**src/rtl/uart_pkg.sv**
```systemverilog
// Shared UART definitions: autobaud states and
// sync-character framing constants.
package uart_pkg;

    typedef enum logic [1:0] {
        IDLE,
        WAIT_IDLE,
        WAIT_START,
        MEASURE
    } autobaud_state_t;

    localparam logic [7:0] AUTOBAUD_SYNC_CHAR = 8'h55;
    localparam int AUTOBAUD_TOL_SHIFT = 2;
    localparam int AUTOBAUD_EDGES = 9;

endpackage

```
**src/rtl/uart_autobaud_if.sv**
```systemverilog
// Control/result bundle between the autobaud
// detector and whoever arms it and consumes CLK_DIV.
interface uart_autobaud_if #(
    parameter int CNT_W = 32
);

    logic             start_i;
    logic [CNT_W-1:0] clk_div_o;
    logic             valid_o;
    logic             err_o;
    logic             busy_o;

    modport master (
        output start_i,
        input  clk_div_o,
        input  valid_o,
        input  err_o,
        input  busy_o
    );

    modport slave (
        input  start_i,
        output clk_div_o,
        output valid_o,
        output err_o,
        output busy_o
    );

endinterface

```
**src/rtl/uart_rx_sync.sv**
```systemverilog
// Two-flop synchronizer for the UART rx pin with
// rise/fall pulses; idles high out of reset.
module uart_rx_sync (
    input  logic clk,
    input  logic rstn_i,
    input  logic rx_i,
    output logic rx_s,
    output logic rise,
    output logic fall
);

    logic rx_q1;
    logic rx_prev;

    always_ff @(posedge clk) begin
        if (!rstn_i) begin
            rx_q1   <= 1'b1;
            rx_s    <= 1'b1;
            rx_prev <= 1'b1;
        end else begin
            rx_q1   <= rx_i;
            rx_s    <= rx_q1;
            rx_prev <= rx_s;
        end
    end

    assign rise = rx_s & ~rx_prev;
    assign fall = ~rx_s & rx_prev;

endmodule

```
**src/rtl/uart_autobaud.sv**
```systemverilog
// Measures the bit period of a 0x55 sync character and
// produces a CLK_DIV value (clk cycles per bit).
module uart_autobaud
    import uart_pkg::*;
#(
    parameter int CNT_W   = 32,
    parameter int MIN_BIT = 16
) (
    input  logic            clk,
    input  logic            rstn_i,
    input  logic            rx_i,
    uart_autobaud_if.slave  ab
);

    localparam logic [CNT_W-1:0] MIN_W = CNT_W'(MIN_BIT);
    localparam int TW = CNT_W + 3;

    logic rx_s;
    logic rise;
    logic fall;
    logic edge_s;

    uart_rx_sync u_sync (
        .clk    (clk),
        .rstn_i (rstn_i),
        .rx_i   (rx_i),
        .rx_s   (rx_s),
        .rise   (rise),
        .fall   (fall)
    );

    assign edge_s = rise | fall;

    autobaud_state_t state_q, state_d;

    logic [CNT_W-1:0] idle_q, idle_d;
    logic [CNT_W-1:0] seg_q, seg_d;
    logic [TW-1:0]    tot_q, tot_d;
    logic [CNT_W-1:0] l0_q, l0_d;
    logic [TW-1:0]    t_q, t_d;
    logic [3:0]       idx_q, idx_d;
    logic [CNT_W-1:0] div_q, div_d;
    logic             valid_q, valid_d;
    logic             err_q, err_d;

    logic [CNT_W-1:0] seg_inc;
    logic [TW-1:0]    tot_inc;
    logic [CNT_W-1:0] diff;
    logic [CNT_W-1:0] tol;
    logic [TW:0]      t_round;
    logic [CNT_W-1:0] div_res;
    logic             fail;
    logic             done;

    assign seg_inc = seg_q + 1'b1;
    assign tot_inc = tot_q + 1'b1;
    assign diff    = (seg_inc >= l0_q) ? seg_inc - l0_q
                                       : l0_q - seg_inc;
    assign tol     = l0_q >> AUTOBAUD_TOL_SHIFT;
    // Round-to-nearest of T/8; T spans exactly eight bit times.
    assign t_round = {1'b0, t_q} + (TW + 1)'(4);
    assign div_res = CNT_W'(t_round >> 3);

    always_ff @(posedge clk) begin
        if (!rstn_i) begin
            state_q <= IDLE;
            idle_q  <= '0;
            seg_q   <= '0;
            tot_q   <= '0;
            l0_q    <= '0;
            t_q     <= '0;
            idx_q   <= '0;
            div_q   <= '1;
            valid_q <= 1'b0;
            err_q   <= 1'b0;
        end else begin
            state_q <= state_d;
            idle_q  <= idle_d;
            seg_q   <= seg_d;
            tot_q   <= tot_d;
            l0_q    <= l0_d;
            t_q     <= t_d;
            idx_q   <= idx_d;
            div_q   <= div_d;
            valid_q <= valid_d;
            err_q   <= err_d;
        end
    end

    always_comb begin
        state_d = state_q;
        idle_d  = idle_q;
        seg_d   = seg_q;
        tot_d   = tot_q;
        l0_d    = l0_q;
        t_d     = t_q;
        idx_d   = idx_q;
        div_d   = div_q;
        valid_d = 1'b0;
        err_d   = 1'b0;
        fail    = 1'b0;
        done    = 1'b0;

        unique case (state_q)
            IDLE: begin
                if (ab.start_i) begin
                    state_d = WAIT_IDLE;
                    idle_d  = '0;
                end
            end
            WAIT_IDLE: begin
                if (!rx_s) begin
                    idle_d = '0;
                end else if (idle_q == MIN_W - 1'b1) begin
                    state_d = WAIT_START;
                end else begin
                    idle_d = idle_q + 1'b1;
                end
            end
            WAIT_START: begin
                if (fall) begin
                    state_d = MEASURE;
                    seg_d   = '0;
                    tot_d   = '0;
                    idx_d   = '0;
                end
            end
            MEASURE: begin
                seg_d = seg_inc;
                tot_d = tot_inc;
                if ((&seg_q) || (&tot_q)) begin
                    fail = 1'b1;
                end else if (edge_s) begin
                    seg_d = '0;
                    idx_d = idx_q + 1'b1;
                    if (idx_q == 4'd0) begin
                        l0_d = seg_inc;
                        fail = (seg_inc < MIN_W);
                    end else begin
                        fail = (diff > tol);
                    end
                    if (idx_q == 4'(AUTOBAUD_EDGES - 2)) begin
                        t_d = tot_inc;
                    end
                    if (idx_q == 4'(AUTOBAUD_EDGES - 1) && !fail) begin
                        if (div_res < MIN_W) begin
                            fail = 1'b1;
                        end else begin
                            done = 1'b1;
                        end
                    end
                end
                if (fail) begin
                    err_d   = 1'b1;
                    state_d = IDLE;
                end else if (done) begin
                    valid_d = 1'b1;
                    div_d   = div_res;
                    state_d = IDLE;
                end
            end
            default: state_d = IDLE;
        endcase
    end

    assign ab.clk_div_o = div_q;
    assign ab.valid_o   = valid_q;
    assign ab.err_o     = err_q;
    assign ab.busy_o    = (state_q != IDLE);

endmodule

```
**src/flat_wrapper.sv**
```systemverilog
// flat-port wrapper written by rule: the top's interface ports become plain ports
module uart_autobaud_flat import uart_pkg::*;
#(
    parameter int CNT_W   = 32,
    parameter int MIN_BIT = 16
)
  (clk, rstn_i, rx_i, ab_start_i, ab_clk_div_o, ab_valid_o, ab_err_o, ab_busy_o);
  uart_autobaud_if #(.CNT_W(CNT_W)) ab_i ();
  input  logic clk;
  input  logic rstn_i;
  input  logic rx_i;
  input wire logic [$bits(ab_i.start_i)-1:0] ab_start_i;
  output wire logic [$bits(ab_i.clk_div_o)-1:0] ab_clk_div_o;
  output wire logic [$bits(ab_i.valid_o)-1:0] ab_valid_o;
  output wire logic [$bits(ab_i.err_o)-1:0] ab_err_o;
  output wire logic [$bits(ab_i.busy_o)-1:0] ab_busy_o;
  assign ab_i.start_i = ab_start_i;
  assign ab_clk_div_o = ab_i.clk_div_o;
  assign ab_valid_o = ab_i.valid_o;
  assign ab_err_o = ab_i.err_o;
  assign ab_busy_o = ab_i.busy_o;
  uart_autobaud #(.CNT_W(CNT_W), .MIN_BIT(MIN_BIT)) u_core (.clk(clk), .rstn_i(rstn_i), .rx_i(rx_i), .ab(ab_i));
endmodule
```
**config.mk**
```make
export PLATFORM = sky130hd
export DESIGN_NAME = uart_autobaud_flat
export DESIGN_NICKNAME = d
export VERILOG_FILES = /design/src/rtl/uart_pkg.sv /design/src/rtl/uart_autobaud_if.sv /design/src/rtl/uart_rx_sync.sv /design/src/rtl/uart_autobaud.sv /design/src/flat_wrapper.sv
export SDC_FILE = /design/constraint.sdc
export NUM_CORES = 1
export LEC_CHECK = 0
export CORE_UTILIZATION = 40
export DETAILED_ROUTE_END_ITERATION = 10
export PLACE_DENSITY = 0.66
export RECOVER_POWER = 50
export SLEW_MARGIN = 25
export SYNTH_ARGS = -nofsm -noshare
export SYNTH_HDL_FRONTEND = slang
export SYNTH_SLANG_ARGS = --single-unit
```
**constraint.sdc**
```tcl
create_clock -name clk -period 9.8 [get_ports clk]
set_input_delay 0.98 -clock clk [delete_from_list [all_inputs] [get_ports clk]]
set_output_delay 0.98 -clock clk [all_outputs]
set_load 0.1 [all_outputs]
```
==> reports/metrics.yaml, run 1 <==
async_flop_share: 0
internal_power_w: 0.002005
reg2reg_to: "u_core.ab.clk_div_o[29]$_SDFFE_PN1P_"
cp-start-kind: "flop"
slowest_delay_ns: 0.61
diodes: 0
synth_edf_count: 0
die_y_um: 192.6
powerDensity_nw_per_um2: 198.3
grt_max_degree: 67
syn_area_um2: 14530
cp_top_family: "compound AO/OA/AOI/OAI gates"
p_total_w: 0.003165
crit_type: "flop to flop"
maxCapViolations: 4
core_um2: 35660
grt_pass1_wl_um: 60320
syn_to_final_growth_pct: 9.880
p_clk_frac: 0.328
drc_errors: 12
synth-seq-cells: 207
path_buf_inv: 1
postCtsSetupBuffers: 0
ff2ff_path_depth: 30
violations: "DRC, capacitance limit, slew limit"
cts.hold.buffers_added: 0
tightest_slew_ns: 3.167
cp.depth: 30
fin_ws_ns: 0.8307
numCtsBuffers: 25
fin_crit_ns: 8.969
dp_hpwl_um: 27610
grt_overflow_total: 0
dieArea_um2: 37080
combPwrFrac: 0.399
synth-main-ff-cell: "dfxtp_1"
maxSlewViolCount: 178
synth_area_per_cell_um2: 7.589
dpl_worst_slack_ns: 0.7868
outcome: "finished with violations"
power_switching_w: 0.001160
swShare: 0.3665
fillers: 3543
grt_usage: 0.1981
critPathMaxFanout: 34
firstDrtPassIters: 10
r2r_slack_ns: 0.83
hold_violations: 0
cts_buffer_depth: 3
max_freq_ghz: 0.1115
antenna_found_initial: 0
post-route-period-util: 0.9152
synth_warnings: 0
min_path_cells: 1
drtIter0Drc: 909
crit_start: "u_core.seg_q[0]$_SDFFE_PN0P_"
num_rows: 69
pin_count: 39
ys_seq_area_frac: 0.2853
clock_latency_ns: 0.55
tns_ns: 0
rsz0062_at_grt: "no"
maxSlewHeadroom: -1.134
start_util: 0.4074
slowest_stage: "or3_4"
hold_slack_ns: 0.4063
synth_fp_nets: 2024
timing.rr.start: "u_core.seg_q[0]$_SDFFE_PN0P_"
pwr-share-seq: 0.273
fin_skew_ns: 0.01555
post_drt_via_cell_ratio: 5.587
yosysUniqueCellTypes: 71
clockRootBuffer: "clkbuf_16"
clk_pin_slew_ns: 0.06
grt_pass1_vias: 11998
drive_above_1_share: 0.04304
wirelength_um: 37200
clock_sink_count: 207
hp-class: "flop to flop"
cts_tree: "built"
drtAntennaViolNets: 0
p_leak_nw: 6.456
routedWlPerCell_um: 15.88
crit_required_ns: 10.15
end_kind: "flop"
die_width_um: 192.6
crit_top_cell: "a21oi_1"
via_count: 13091
arrival_ns: 9.32
postSynthCellCount: 1914
ir_drop_v: 0.0001481
numPortBuffers: 38
crit_end: "u_core.ab.clk_div_o[29]$_SDFFE_PN1P_"
place_congestion: 0.9489
cts_max_level: 1
setup_viol: 0
fin_nets: 1973
[power groups by stage]
stage | logic, W | registers [W] | clock network (W)
after floorplan | 0.000919 | 0.000879 | 0
after global placement | 0.00124 | 0.000880 | 0
after detailed placement | 0.00125 | 0.000881 | 0
after CTS | 0.00126 | 0.000862 | 0.00107
after global routing | 0.00139 | 0.000863 | 0.00110
final | 0.00126 | 0.000862 | 0.00104
[how the worst min path moves through the flow]
stage                                               from                            end  slack, ns
after floorplan           u_core.u_sync.rx_q1$_SDFF_PN1_  u_core.u_sync.rx_s$_SDFF_PN1_       0.39
after global placement    u_core.u_sync.rx_q1$_SDFF_PN1_  u_core.u_sync.rx_s$_SDFF_PN1_       0.40
after detailed placement  u_core.u_sync.rx_q1$_SDFF_PN1_  u_core.u_sync.rx_s$_SDFF_PN1_       0.40
after CTS                 u_core.u_sync.rx_q1$_SDFF_PN1_  u_core.u_sync.rx_s$_SDFF_PN1_       0.41
after global routing      u_core.u_sync.rx_q1$_SDFF_PN1_  u_core.u_sync.rx_s$_SDFF_PN1_       0.43
final                     u_core.u_sync.rx_q1$_SDFF_PN1_  u_core.u_sync.rx_s$_SDFF_PN1_       0.41
[routing by layer]
layer	routed length (um)	share of wire	up-vias	track usage
met1	17390	0.47	6099	0.2639
met2	16850	0.45	310	0.3218
met5	0	0	-	0
met3	1687	0.045	81	0.02764
li1	-	-	6601	-
met4	1270	0.034	0	0.07601
[timing repair]
item                       CTS  global route
setup endpoints to repair    0            23
resized for setup            0             1
hold endpoints to repair     0             0
[worst register-to-register path: cells and delay by family, from the launching register on]
family,cells,cell delay [ns]
flip-flops,1,0.45
adder cells (fa/ha/maj),3,1.01
multiplexers,2,0.67
AND/OR/NAND/NOR,11,3.08
buffers and inverters,1,0.08
AO/OA/AOI/OAI,11,3.10
XOR/XNOR,2,0.40
[state kept, by name (all words and copies together) (netlist names), 2 cells and up]
signal and count:
u_core.idx_q 4, u_core.l0_q 32, u_core.t_q 33, u_core.state_q 2
u_core.tot_q 35, u_core.idle_q 32, u_core.seg_q 32, u_core.ab.clk_div_o 32
[synth_stat cells, types with 4 or more instances]
library cell	number	share of area
o21bai_1	11	0.0057
and4_1	11	0.0066
nor3_1	51	0.018
o211ai_1	6	0.0031
nor3b_1	4	0.0021
nor2b_1	14	0.0060
or3_1	14	0.0060
dfxtp_1	207	0.29
nand2b_1	8	0.0034
or2_2	4	0.0017
mux2i_1	48	0.033
inv_1	94	0.024
xnor2_1	88	0.053
nor4_1	22	0.0095
a31o_2	4	0.0024
nand2_1	185	0.048
nand4_1	43	0.019
a31oi_1	21	0.0090
a21o_1	34	0.018
o22ai_1	5	0.0022
a221oi_1	4	0.0024
o21a_1	10	0.0052
o31ai_1	6	0.0031
buf_6	5	0.0039
xor2_1	79	0.048
and2_1	13	0.0056
or4_1	4	0.0021
clkbuf_1	90	0.023
ha_1	104	0.090
nor2_1	256	0.066
and3_1	31	0.013
nand3_1	66	0.023
buf_2	27	0.0093
a211oi_1	70	0.036
o21ai_0	74	0.025
a21oi_1	123	0.042
a22oi_1	28	0.014
[cell type report]
class | instances | area [um^2] | share of cell area
multi-input combinational | 1485 | 9497 | 0.5950
sequential | 207 | 4144 | 0.2596
clock buffer | 34 | 749.5 | 0.04696
tap | 461 | 576.8 | 0.03614
timing repair buffer | 49 | 446.7 | 0.02799
inverter | 95 | 357.8 | 0.02242
clock inverter | 12 | 188.9 | 0.01184
[metrics by stage]
step / std cells / util / cell area (um^2)
CTS: 2343 / 0.4487 / 16000
detailed placement: 2297 / 0.4224 / 15060
finish: 2343 / 0.4476 / 15960
global route: 2343 / 0.4476 / 15960
global placement: 2296 / 0.4213 / 15020
floorplan: 1914 / - / 14530
[kinds of logic after synthesis]
| kind of cell | after synthesis | share of synthesized area |
|---|---|---|
| and+or+nand+nor | 739 | 0.2385 |
| AOI/OAI and AO/OA | 424 | 0.1867 |
| buffers and inverters | 222 | 0.06262 |
| DFF | 207 | 0.2853 |
| xor gates and xnor gates | 167 | 0.1007 |
| adders and majority gates | 106 | 0.09234 |
| muxes | 49 | 0.03385 |
[placed cells by master (no fill, tap or decap), drive strengths merged, types with 14 or more instances in the layout]
master,n
dlygate4sd3,35
a31oi,21
a211oi,70
ha,104
xnor2,88
a22oi,28
nand4,44
and3,31
xor2,79
o21ai,75
nor3,53
dfxtp,207
nand2,185
clkbuf,37
nand3,66
nor2,256
or3,14
a21oi,123
mux2i,48
nor2b,14
inv,98
a21o,34
nor4,25
(Power assumes the default switching activity.)
==> inputs of run 2 (changes only) <==
--- a/config.mk
+++ b/config.mk
@@ -5,6 +5,9 @@
 export SDC_FILE = /design/constraint.sdc
 export NUM_CORES = 1
 export LEC_CHECK = 0
+export ABC_AREA = 0
+export CAP_MARGIN = 20
+export CORE_MARGIN = 10
 export CORE_UTILIZATION = 40
 export DETAILED_ROUTE_END_ITERATION = 10
 export PLACE_DENSITY = 0.66
==> reports/metrics.yaml, run 2 (same netlist as run 1, synthesis figures left out) <==
outcome: "finished with violations"  # unchanged
violations: "capacitance limit, slew limit"  # was DRC, capacitance limit, slew limit
cts.hold.buffers_added: 0  # unchanged
end_kind: "flop"  # unchanged
drtAntennaViolNets: 0  # unchanged
grt_pass1_vias: 12020  # was 11,998
max_freq_ghz: 0.1124  # was 0.1115 GHz
cp_top_family: "simple AND/OR/NAND/NOR gates"  # was compound AO/OA/AOI/OAI gates
postCtsSetupBuffers: 0  # unchanged
p_leak_nw: 6.404  # was 6.456 nW
antenna_found_initial: 0  # unchanged
maxCapViolations: 4  # unchanged
die_width_um: 210.6  # was 192.6 um
cts_max_level: 1  # unchanged
drtIter0Drc: 926  # was 909
final_cell_mix: "256 x nor2_1, 207 x dfxtp_1, 185 x nand2_1, 123 x a21oi_1, 104 x ha_1"  # unchanged
grt_usage: 0.1640  # was 0.1981
path_buf_inv: 2  # was 1
drive_above_1_share: 0.03934  # was 0.04304
ff2ff_path_depth: 31  # was 30
grt_overflow_total: 0  # unchanged
timing.rr.start: "u_core.seg_q[0]$_SDFFE_PN0P_"  # unchanged
dr.max_layer_used: "met4"  # unchanged
top_register: "u_core.tot_q"  # unchanged
hp-class: "flop to flop"  # unchanged
diodes: 0  # unchanged
cp-start-kind: "flop"  # unchanged
hold_violations: 0  # unchanged
die_y_um: 210.6  # was 192.6 um
critPathMaxFanout: 34  # unchanged
largest_register_ffs: 35  # unchanged
fillers: 3628  # was 3,543
drc_errors: 0  # was 12
routedWlPerCell_um: 15.92  # was 15.88 um
largestRegisters: "u_core.tot_q x35, u_core.t_q x33"  # unchanged
crit_end: "u_core.ab.clk_div_o[13]$_SDFFE_PN1P_"  # was u_core.ab.clk_div_o[29]$_SDFFE_PN1P_
fin_crit_ns: 8.895  # was 8.969 ns
powerDensity_nw_per_um2: 193.0  # was 198.3 nW/um^2
post_drt_via_cell_ratio: 5.550  # was 5.587
dieArea_um2: 44340  # was 37,080 um^2
numPortBuffers: 38  # unchanged
setup_viol: 0  # unchanged
core_um2: 35740  # was 35,660 um^2
r2r_slack_ns: 0.90  # was 0.83 ns
grt_pass1_wl_um: 61760  # was 60,320 um
maxSlewViolCount: 217  # was 178
cts_buffer_depth: 3  # unchanged
maxSlewHeadroom: -1.835  # was -1.134
via_count: 12997  # was 13,091
ctsResizeCount: 0  # unchanged
layout_commonest_cell: "nor2_1"  # unchanged
fin_nets: 1972  # was 1,973
crit_required_ns: 10.15  # about the same
fin_skew_ns: 0.01554  # was 0.01555 ns
num_rows: 69  # unchanged
slowest_stage: "or3_2"  # was or3_4
ir_drop_v: 0.0002720  # was 0.0001481 V
crit_top_cell: "a21oi_1"  # unchanged
wl_met2_um: 16810  # was 16,850 um
crit_start: "u_core.seg_q[0]$_SDFFE_PN0P_"  # unchanged
wirelength_um: 37290  # was 37,200 um
start_util: 0.4064  # was 0.4074
crit_type: "flop to flop"  # unchanged
post-route-period-util: 0.9077  # was 0.9152
cts_tree: "built"  # unchanged
arrival_ns: 9.25  # was 9.32 ns
syn_to_final_growth_pct: 9.252  # was 9.880%
clockRootBuffer: "clkbuf_16"  # unchanged
grt_max_degree: 89  # was 67
cp.depth: 31  # was 30
wl_met1_um: 17640  # was 17,390 um
dp_hpwl_um: 27440  # was 27,610 um
place_congestion: 0.9062  # was 0.9489
reg2reg_to: "u_core.ab.clk_div_o[13]$_SDFFE_PN1P_"  # was u_core.ab.clk_div_o[29]$_SDFFE_PN1P_
tns_ns: 0  # unchanged
slowest_delay_ns: 0.86  # was 0.61 ns
pin_count: 39  # unchanged
clock_sink_count: 207  # unchanged
numCtsBuffers: 25  # unchanged
tightest_slew_ns: 4.253  # was 3.167 ns
rsz0062_at_grt: "no"  # unchanged
utilization: 0.4440  # was 0.4476
met3WireLength_um: 1910  # was 1687 um
clk_pin_slew_ns: 0.06  # about the same
clock_latency_ns: 0.55  # about the same
firstDrtPassIters: 5  # was 10
run 2: changes by cell type in the layout (fill, tap and decap cells not counted), moves of 2 or more:
cell,before,now
inv_6,2,0
bufinv_16,4,2
clkbuf_8,9,7
clkbuf_1,3,8
run 2: worst min-delay path by stage:
stage	start	end	slack (ns)	depth (start not counted)
3_3_place_gp	u_core.u_sync.rx_q1$_SDFF_PN1_	u_core.u_sync.rx_s$_SDFF_PN1_	0.39	1
3_5_place_dp	u_core.u_sync.rx_q1$_SDFF_PN1_	u_core.u_sync.rx_s$_SDFF_PN1_	0.40	1
6_report	u_core.u_sync.rx_q1$_SDFF_PN1_	u_core.u_sync.rx_s$_SDFF_PN1_	0.41	1
2_1_floorplan	u_core.u_sync.rx_q1$_SDFF_PN1_	u_core.u_sync.rx_s$_SDFF_PN1_	0.39	1
5_1_grt	u_core.u_sync.rx_q1$_SDFF_PN1_	u_core.u_sync.rx_s$_SDFF_PN1_	0.43	1
4_1_cts	u_core.u_sync.rx_q1$_SDFF_PN1_	u_core.u_sync.rx_s$_SDFF_PN1_	0.41	1
run 2: report_power, final:
part | internal [W] | switching [W]
registers | 0.000852 | 0.0000104
logic | 0.000508 | 0.000732
clock network | 0.000579 | 0.000381
run 2: per-layer routing:
layer,up-vias,global-route usage
met1,6039,0.2212
met3,53,0.02092
met5,-,0
li1,6597,-
met2,308,0.2666
met4,0,0.05120
run 2: stage by stage:
| step | hold WS (ns) | instance area [um^2] | total power [W] | instances | worst slack (ns) |
|---|---|---|---|---|---|
| 3_3_place_gp | 0.3934 | 15020 | 0.002097 | 2296 | 1.327 |
| 2_1_floorplan | 0.3863 | 14530 | 0.001798 | 1914 | 2.490 |
| 6_report | 0.4074 | 15870 | 0.003063 | 2342 | 0.9049 |
| 4_1_cts | 0.4105 | 15890 | 0.003081 | 2342 | 1.034 |
| 3_5_place_dp | 0.3964 | 15030 | 0.002103 | 2296 | 1.058 |
| 5_1_grt | 0.4292 | 15870 | 0.003271 | 2342 | 0.2169 |
run 2: area by class of cell:
class / count / area [um^2] / area share
clock buffer: 38 / 744.5 / 0.04691
multi-input combinational: 1485 / 9489 / 0.5980
clock inverter: 8 / 111.4 / 0.007017
timing repair buffer: 48 / 445.4 / 0.02807
inverter: 95 / 357.8 / 0.02255
sequential: 207 / 4144 / 0.2611
tap: 461 / 576.8 / 0.03635
